--- config.mk ---
export PLATFORM = sky130hd
export DESIGN_NAME = forwarding_unit
export DESIGN_NICKNAME = d
export VERILOG_FILES = /design/src/rtl/forwarding_unit.sv
export SDC_FILE = /design/constraint.sdc
export NUM_CORES = 1
export LEC_CHECK = 0
export ABC_AREA = 1
export BUFFER_PORTS_ARGS = -buffer_cell sky130_fd_sc_hd__clkbuf_2
export CAP_MARGIN = 25
export CORE_MARGIN = 4
export CORE_UTILIZATION = 53
export DETAILED_ROUTE_END_ITERATION = 10
export PLACE_DENSITY = 0.87
export SYNTH_ARGS = -nofsm -noshare
export SYNTH_HDL_FRONTEND = slang
export SYNTH_SLANG_ARGS = --single-unit
--- constraint.sdc ---
create_clock -name clk -period 1.9 [get_ports clk]
set_clock_uncertainty 0.15 [all_clocks]
set_input_delay 0.19 -clock clk [delete_from_list [all_inputs] [get_ports clk]]
set_output_delay 0.19 -clock clk [all_outputs]
set_load 0.02 [all_outputs]
--- src/rtl/forwarding_unit.sv ---
// -----------------------------------------------------------------------------
// forwarding_unit
//
// Keeps track of the destination registers of the instructions sitting in the
// EX/MEM and MEM/WB stages. From them it produces the ALU operand bypass
// selects for the instruction currently in EX. It also records any load-use
// dependency that reached EX without a bubble, and counts the bubble cycles
// inserted by the ID stall logic.
//
// Ports
//   clk           pipeline clock, rising edge
//   rst_n         asynchronous reset, active-low
//   IDEXRegRs     rs of the instruction in EX
//   IDEXRegRt     rt of the instruction in EX
//   IDEXRegDst    final destination of the instruction in EX
//   IDEXRegWrite  instruction in EX writes the register file
//   IDEXMemRead   instruction in EX is a load
//   hazCtrl       bubble inserted into ID/EX this cycle
//   freeze        whole pipeline holds this cycle
//   flushEX       instruction in EX is killed and must not advance
//   fwdA / fwdB   operand select: 00 regfile, 10 EX/MEM, 01 MEM/WB
//   loadUseErr    sticky flag, load-use dependency reached EX unstalled
//   stallCnt      saturating count of bubble cycles
// -----------------------------------------------------------------------------
module forwarding_unit #(
    parameter int CNT_W = 16
) (
    input  logic             clk,
    input  logic             rst_n,
    input  logic [4:0]       IDEXRegRs,
    input  logic [4:0]       IDEXRegRt,
    input  logic [4:0]       IDEXRegDst,
    input  logic             IDEXRegWrite,
    input  logic             IDEXMemRead,
    input  logic             hazCtrl,
    input  logic             freeze,
    input  logic             flushEX,
    output logic [1:0]       fwdA,
    output logic [1:0]       fwdB,
    output logic             loadUseErr,
    output logic [CNT_W-1:0] stallCnt
);

    localparam logic [1:0] SEL_RF = 2'b00;
    localparam logic [1:0] SEL_EM = 2'b10;
    localparam logic [1:0] SEL_MW = 2'b01;

    localparam logic [CNT_W-1:0] CNT_ONE = {{(CNT_W-1){1'b0}}, 1'b1};
    localparam logic [CNT_W-1:0] CNT_MAX = {CNT_W{1'b1}};

    logic [4:0] em_dst;
    logic       em_wr;
    logic       em_ld;
    logic [4:0] mw_dst;
    logic       mw_wr;

    logic       em_live;
    logic       mw_live;
    logic       load_use_hit;

    // A slot targeting $0 never bypasses, whatever its write bit says.
    assign em_live = em_wr && (em_dst != 5'd0);
    assign mw_live = mw_wr && (mw_dst != 5'd0);

    // em_live already excludes $0, so a match here implies a nonzero source.
    assign load_use_hit = em_live && em_ld &&
                          ((em_dst == IDEXRegRs) || (em_dst == IDEXRegRt));

    // EX/MEM holds the younger result, so it wins over MEM/WB.
    always_comb begin
        fwdA = SEL_RF;
        if (em_live && (em_dst == IDEXRegRs)) begin
            fwdA = SEL_EM;
        end else if (mw_live && (mw_dst == IDEXRegRs)) begin
            fwdA = SEL_MW;
        end
    end

    always_comb begin
        fwdB = SEL_RF;
        if (em_live && (em_dst == IDEXRegRt)) begin
            fwdB = SEL_EM;
        end else if (mw_live && (mw_dst == IDEXRegRt)) begin
            fwdB = SEL_MW;
        end
    end

    // Pipeline slots follow the real pipeline: they advance on unfrozen edges,
    // and a flushed EX instruction enters EX/MEM as an empty slot.
    always_ff @(posedge clk or negedge rst_n) begin
        if (!rst_n) begin
            em_dst <= 5'd0;
            em_wr  <= 1'b0;
            em_ld  <= 1'b0;
            mw_dst <= 5'd0;
            mw_wr  <= 1'b0;
        end else if (!freeze) begin
            mw_dst <= em_dst;
            mw_wr  <= em_wr;
            if (flushEX) begin
                em_dst <= 5'd0;
                em_wr  <= 1'b0;
                em_ld  <= 1'b0;
            end else begin
                em_dst <= IDEXRegDst;
                em_wr  <= IDEXRegWrite;
                em_ld  <= IDEXMemRead;
            end
        end
    end

    always_ff @(posedge clk or negedge rst_n) begin
        if (!rst_n) begin
            loadUseErr <= 1'b0;
        end else if (!freeze && load_use_hit) begin
            loadUseErr <= 1'b1;
        end
    end

    // A bubble still counts when the EX instruction is flushed in the same cycle.
    always_ff @(posedge clk or negedge rst_n) begin
        if (!rst_n) begin
            stallCnt <= '0;
        end else if (!freeze && hazCtrl && (stallCnt != CNT_MAX)) begin
            stallCnt <= stallCnt + CNT_ONE;
        end
    end

endmodule

# Word-level counts from Yosys, hierarchy flattened
# Cells that the tools add are included.
# word_totals
ff_bits	30
# op_classes
add_sub_neg	1
eq_ne	5
n_mux	7
reduce_logical	15
# ops
op	n
$eq 5x5->1	4
$add 16x1->16 const B	1
$ne 16x16->1 const B	1
$logic_and 1x1->1	11
$reduce_bool 5->1	2
$mux 5	1
$mux 1	4
$mux 2	2
$logic_not 1->1	1
$logic_or 1x1->1	1

# Longest topological paths before layout
# logic_depth
word_depth	5
mapped_depth	9
ltp_nobuf	8

# Worst setup path after synthesis
# No wires, ideal clock.
# synth_timing
path_type	register to register
from	register stallCnt[0]
to	register stallCnt[2]
arrival_ns	1.526
required_time_ns	1.633
setup_slack_ns	0.107
path_stages_with_launch	10
n_path_buf	1
synth_period_minus_slack_ns	1.793
path_cell_list	dfrtp_1 ha_1 nand3_2 nor3_2 nand2_1 nand2_1 nand2_2 buf_6 nand2_1 nand2_1
# synth_via
elab_chain_cells	2
elab_cells_between_ends	3
# synth_rtl
element	line	source
start, declared	41	output logic [CNT_W-1:0] stallCnt
start signal, assigned	125	stallCnt <= stallCnt + CNT_ONE;
branches (longest 2 deep; another with $add 16x1->16)	n/a	
# Parallel ways; which one is timed is not known.
# A chain may end at the register's enable or synchronous reset.

# Final worst setup path
# layout_timing
from	register em_dst[2]
to	output port fwdA[0]
# layout_via
elab_chain_cells	4
elab_cells_between_ends	5
# layout_rtl
element	line	source
start, declared	51	logic [4:0] em_dst;
start signal, assigned	105	em_dst <= IDEXRegDst;
$reduce_bool 5->1	62	assign em_live = em_wr && (em_dst != 5'd0);
$logic_and 1x1->1	62	
$logic_and 1x1->1 *	72	if (em_live && (em_dst == IDEXRegRs)) begin
$mux 2 *	72	
end, declared	38	output logic [1:0] fwdA,
# Mark *: on every way between the ends. The rest lies on a longest branch, timed or not.

==> run_results.csv <==
group,metric,value,unit
clocking,worstSkewPairLatency,0.32,ns
worst_hold_path,worstHoldStart,"freeze",
timing,finalSetupViolations,2,
setup_path,crit_arrival,1.62,ns
logic_synthesis,syn_inst,258,
power_and_ir_drop,switchingPower,0.000782,W
setup_path,cp.required,1.56,ns
logic_synthesis,ys_top_cells_by_count,"nand2_1 (105), dfrtp_1 (30), inv_1 (30)",
placement,place.gp.congestion,0.813,
clocking,numCtsBuffers,5,
logic_synthesis,synth_flop_cell,"dfrtp_1",
power_and_ir_drop,pwr-share-comb,35.1,%
setup_path,end_kind,"output port",
floorplan,start_util,54.6,%
logic_synthesis,yosysSeqAreaShare,41.2,%
timing,slew_violations,0,
floorplan,pin_count,43,
placement,io_buffers,42,
detailed_routing,drtIter0Drc,89,
detailed_routing,wl_per_cell,11.9,µm
detailed_routing,wl_met1,1800,µm
logic_synthesis,ys_seq_elements,30,
detailed_routing,route.met3.wl,224,µm
clocking,cts_root_buffer,"clkbuf_4",
detailed_routing,vias,1839,
global_routing,grt.total_usage,21.5,%
finish,n_antenna_cell,0,
power_and_ir_drop,total_power,0.00199,W
setup_path,path_cells,"inv_1, buf_4, nand2_1, nand2_1, nor2_1, nand3_1, nor2_1, nor2_1, buf_4",
logic_synthesis,synth_area,0.00182,mm²
setup_path,path_max_fanout,3,
job,max-cap-violations,0,
setup_path,worstSetupPathType,"flip-flop to output port",
clocking,path_clk_slew,0.09,ns
clocking,htreeDepth,2,
clocking,cts_buffer_depth,2,
global_routing,grt-ovfl-total,0,
setup_path,path_buf_inv,3,
floorplan,core_area,0.00334,mm²
logic_synthesis,avgSynthCellArea,7.07,µm²
power_and_ir_drop,power_frac_seq,45.5,%
logic_synthesis,synth_nets,281,
power_and_ir_drop,p_leak,1.29,nW
global_routing,grt_pass1_wl,7320,µm
floorplan,die_area,0.00444,mm²
global_routing,grt_max_degree,31,
power_and_ir_drop,max-vdd-ir-drop,736,µV
setup_path,path_delay_family,"simple AND/OR/NAND/NOR gates",
setup_path,critPathLaunchType,"flip-flop",
global_routing,antenna_found_initial,0,
finish,regArea,752,µm²
floorplan,dieWidth,66.7,µm
detailed_routing,viasPerCell,4.98,
timing,tightestPinTransition,0.708,ns
setup_path,regToRegSetupSlack,0.15,ns
finish,drive_gt1_share,23.8,%
timing,hold_viol,0,
power_and_ir_drop,switching_share,39.4,%
logic_synthesis,yosys_warnings,0,
floorplan,die_h,66.7,µm
timing,relSlewSlack,52.8,%
setup_path,r2r-start,"stallCnt[1]",
global_routing,grt_pass1_vias,1691,
floorplan,rows,21,
setup_path,crit_slowest_cell,"dfrtp_1",
timing,fin_ws,-0.0585,ns
logic_synthesis,synth_edf_count,0,
logic_synthesis,synthDominantCellAreaShare,41.2,%
detailed_routing,first_pass_iters,4,
power_and_ir_drop,p_clk_share,19.4,%
timing,fin_crit_sh,103,%
outcome,violations,"setup timing",
outcome,outcome,"finished with violations",
timing,post-route-min-period,1.96,ns
detailed_routing,wl_met2,2310,µm
detailed_routing,highest_layer,"met4",
logic_synthesis,synth.distinct_cells,19,
logic_synthesis,yosysMostFrequentCell,"nand2_1",
placement,dp_hpwl,3220,µm
timing,rsz0062_at_grt,"true",
setup_path,cp_common_cell,"nor2_1",
finish,fill_cells,271,
timing,fmax,511,MHz
clocking,cts.sinks,30,
setup_path,worstSetupStartpoint,"em_dst[2]",
power_and_ir_drop,p_int,0.00120,W
detailed_routing,drtAntennaViolNets,0,
logic_synthesis,synth.area.top_cells,"dfrtp_1 (41%), nand2_1 (22%), xor2_1 (6.7%)",
power_and_ir_drop,p_per_area,849,mW/mm²
finish,nets,345,
finish,multiInputGateArea,972,µm²
detailed_routing,drc,0,
clocking,tritoncts,"done",
finish,area_growth,28.3,%
logic_synthesis,yosys.area.top_type,"dfrtp_1",
finish,final_util,70.1,%
detailed_routing,drt_wl_total,4410,µm
worst_hold_path,hold_path.class,"input port to flip-flop",
setup_path,slowest_delay,0.38,ns
logic_synthesis,synthArstFlopShare,100,%
==> final cells by class <==
class / count / share of cell area [%]
multi-input cells: 194 / 41.6
flip-flops and latches: 30 / 32.2
repair buffers: 61 / 16.4
inverters: 30 / 4.82
well taps: 46 / 2.46
clock buffers: 7 / 2.35
clock inverters: 1 / 0.214
==> what timing repair did <==
action	4_1_cts	5_1_grt
endpoints found under the setup margin	4	19
setup buffers	7	0
hold endpoints to repair	37	0
cloned	0	0
pin swaps	5	5
hold buffers	8	0
gates resized for setup	7	17
==> routing by layer <==
layer / GRT usage [%] / vias to the layer above
met3: 3.54 / 10
met1: 25.5 / 855
li1: - / 925
met5: 0 / -
met2: 38.6 / 49
met4: 8.12 / 0
==> power groups by stage <==
stage          Clock, W  Sequential, W  Combinational (W)
3_3_place_gp          0       0.000903           0.000620
5_1_grt        0.000430       0.000919           0.000771
3_5_place_dp          0       0.000906           0.000645
6_report       0.000386       0.000903           0.000697
2_1_floorplan         0       0.000978           0.000347
4_1_cts        0.000396       0.000896           0.000680
==> through the flow <==
stage	worst slack (ns)	TNS [ns]	std cells	cell area, µm²	hold slack, ns
after global placement	0.163	0	346	2090	0.126
after detailed placement	0.0522	0	346	2090	0.138
after global routing	-0.120	-0.311	369	2340	0.117
after floorplan	0.107	0	258	1820	-0.256
final	-0.0585	-0.0904	369	2340	0.116
after CTS	-0.0161	-0.0161	369	2300	0.0957
==> registers in the layout, indices dropped and copies added (netlist names) <==
name / flops
em_wr: 1
mw_dst: 5
loadUseErr: 1
mw_wr: 1
em_ld: 1
em_dst: 5
stallCnt: 16
==> logic make-up (layout without fill, tap and decap cells) <==
family / count (synthesis) / in the layout / share of synthesized area, %
and+or+nand+nor: 155 / 155 / 34.7
buffers and inverters: 34 / 99 / 7.82
DFF: 30 / 30 / 41.2
xor gates and xnor gates: 23 / 23 / 11.1
AOI/OAI and AO/OA: 15 / 15 / 4.60
adders and majority gates: 1 / 1 / 0.686
==> final timing paths <==
check                          endpoint  cells past startpoint
max in group asynchronous   stallCnt[0]                      2
min in group asynchronous   stallCnt[1]                      2
hold reg to reg              loadUseErr                      2
setup / recovery                fwdA[0]                      9
setup reg to reg           stallCnt[10]                      8
hold / removal                    mw_wr                      2
==> placed cells by master, fill, tap and decap left out <==
cell,Yosys,routed
nor2_1,26,23
or2_2,1,1
clkbuf_2,0,38
inv_1,30,27
nor3_1,4,3
dfrtp_1,30,29
clkbuf_4,0,5
nand2_4,0,2
o21ai_0,8,7
nor3_4,0,1
nor3_2,1,1
nand3_1,11,10
clkbuf_1,2,1
nand3b_1,1,1
buf_4,0,13
nor2_2,0,3
buf_2,0,1
clkbuf_8,0,1
dlygate4sd3_1,0,8
buf_6,2,1
ha_2,0,1
nand3_2,1,2
xor2_1,14,14
nand2_1,105,104
clkinv_2,0,1
dfrtp_2,0,1
nand2_2,2,1
o21ai_2,0,1
o22ai_1,7,7
xnor2_1,9,9
inv_2,0,3
nand4_1,3,3
Note: power is estimated with default switching activity, not from simulation.
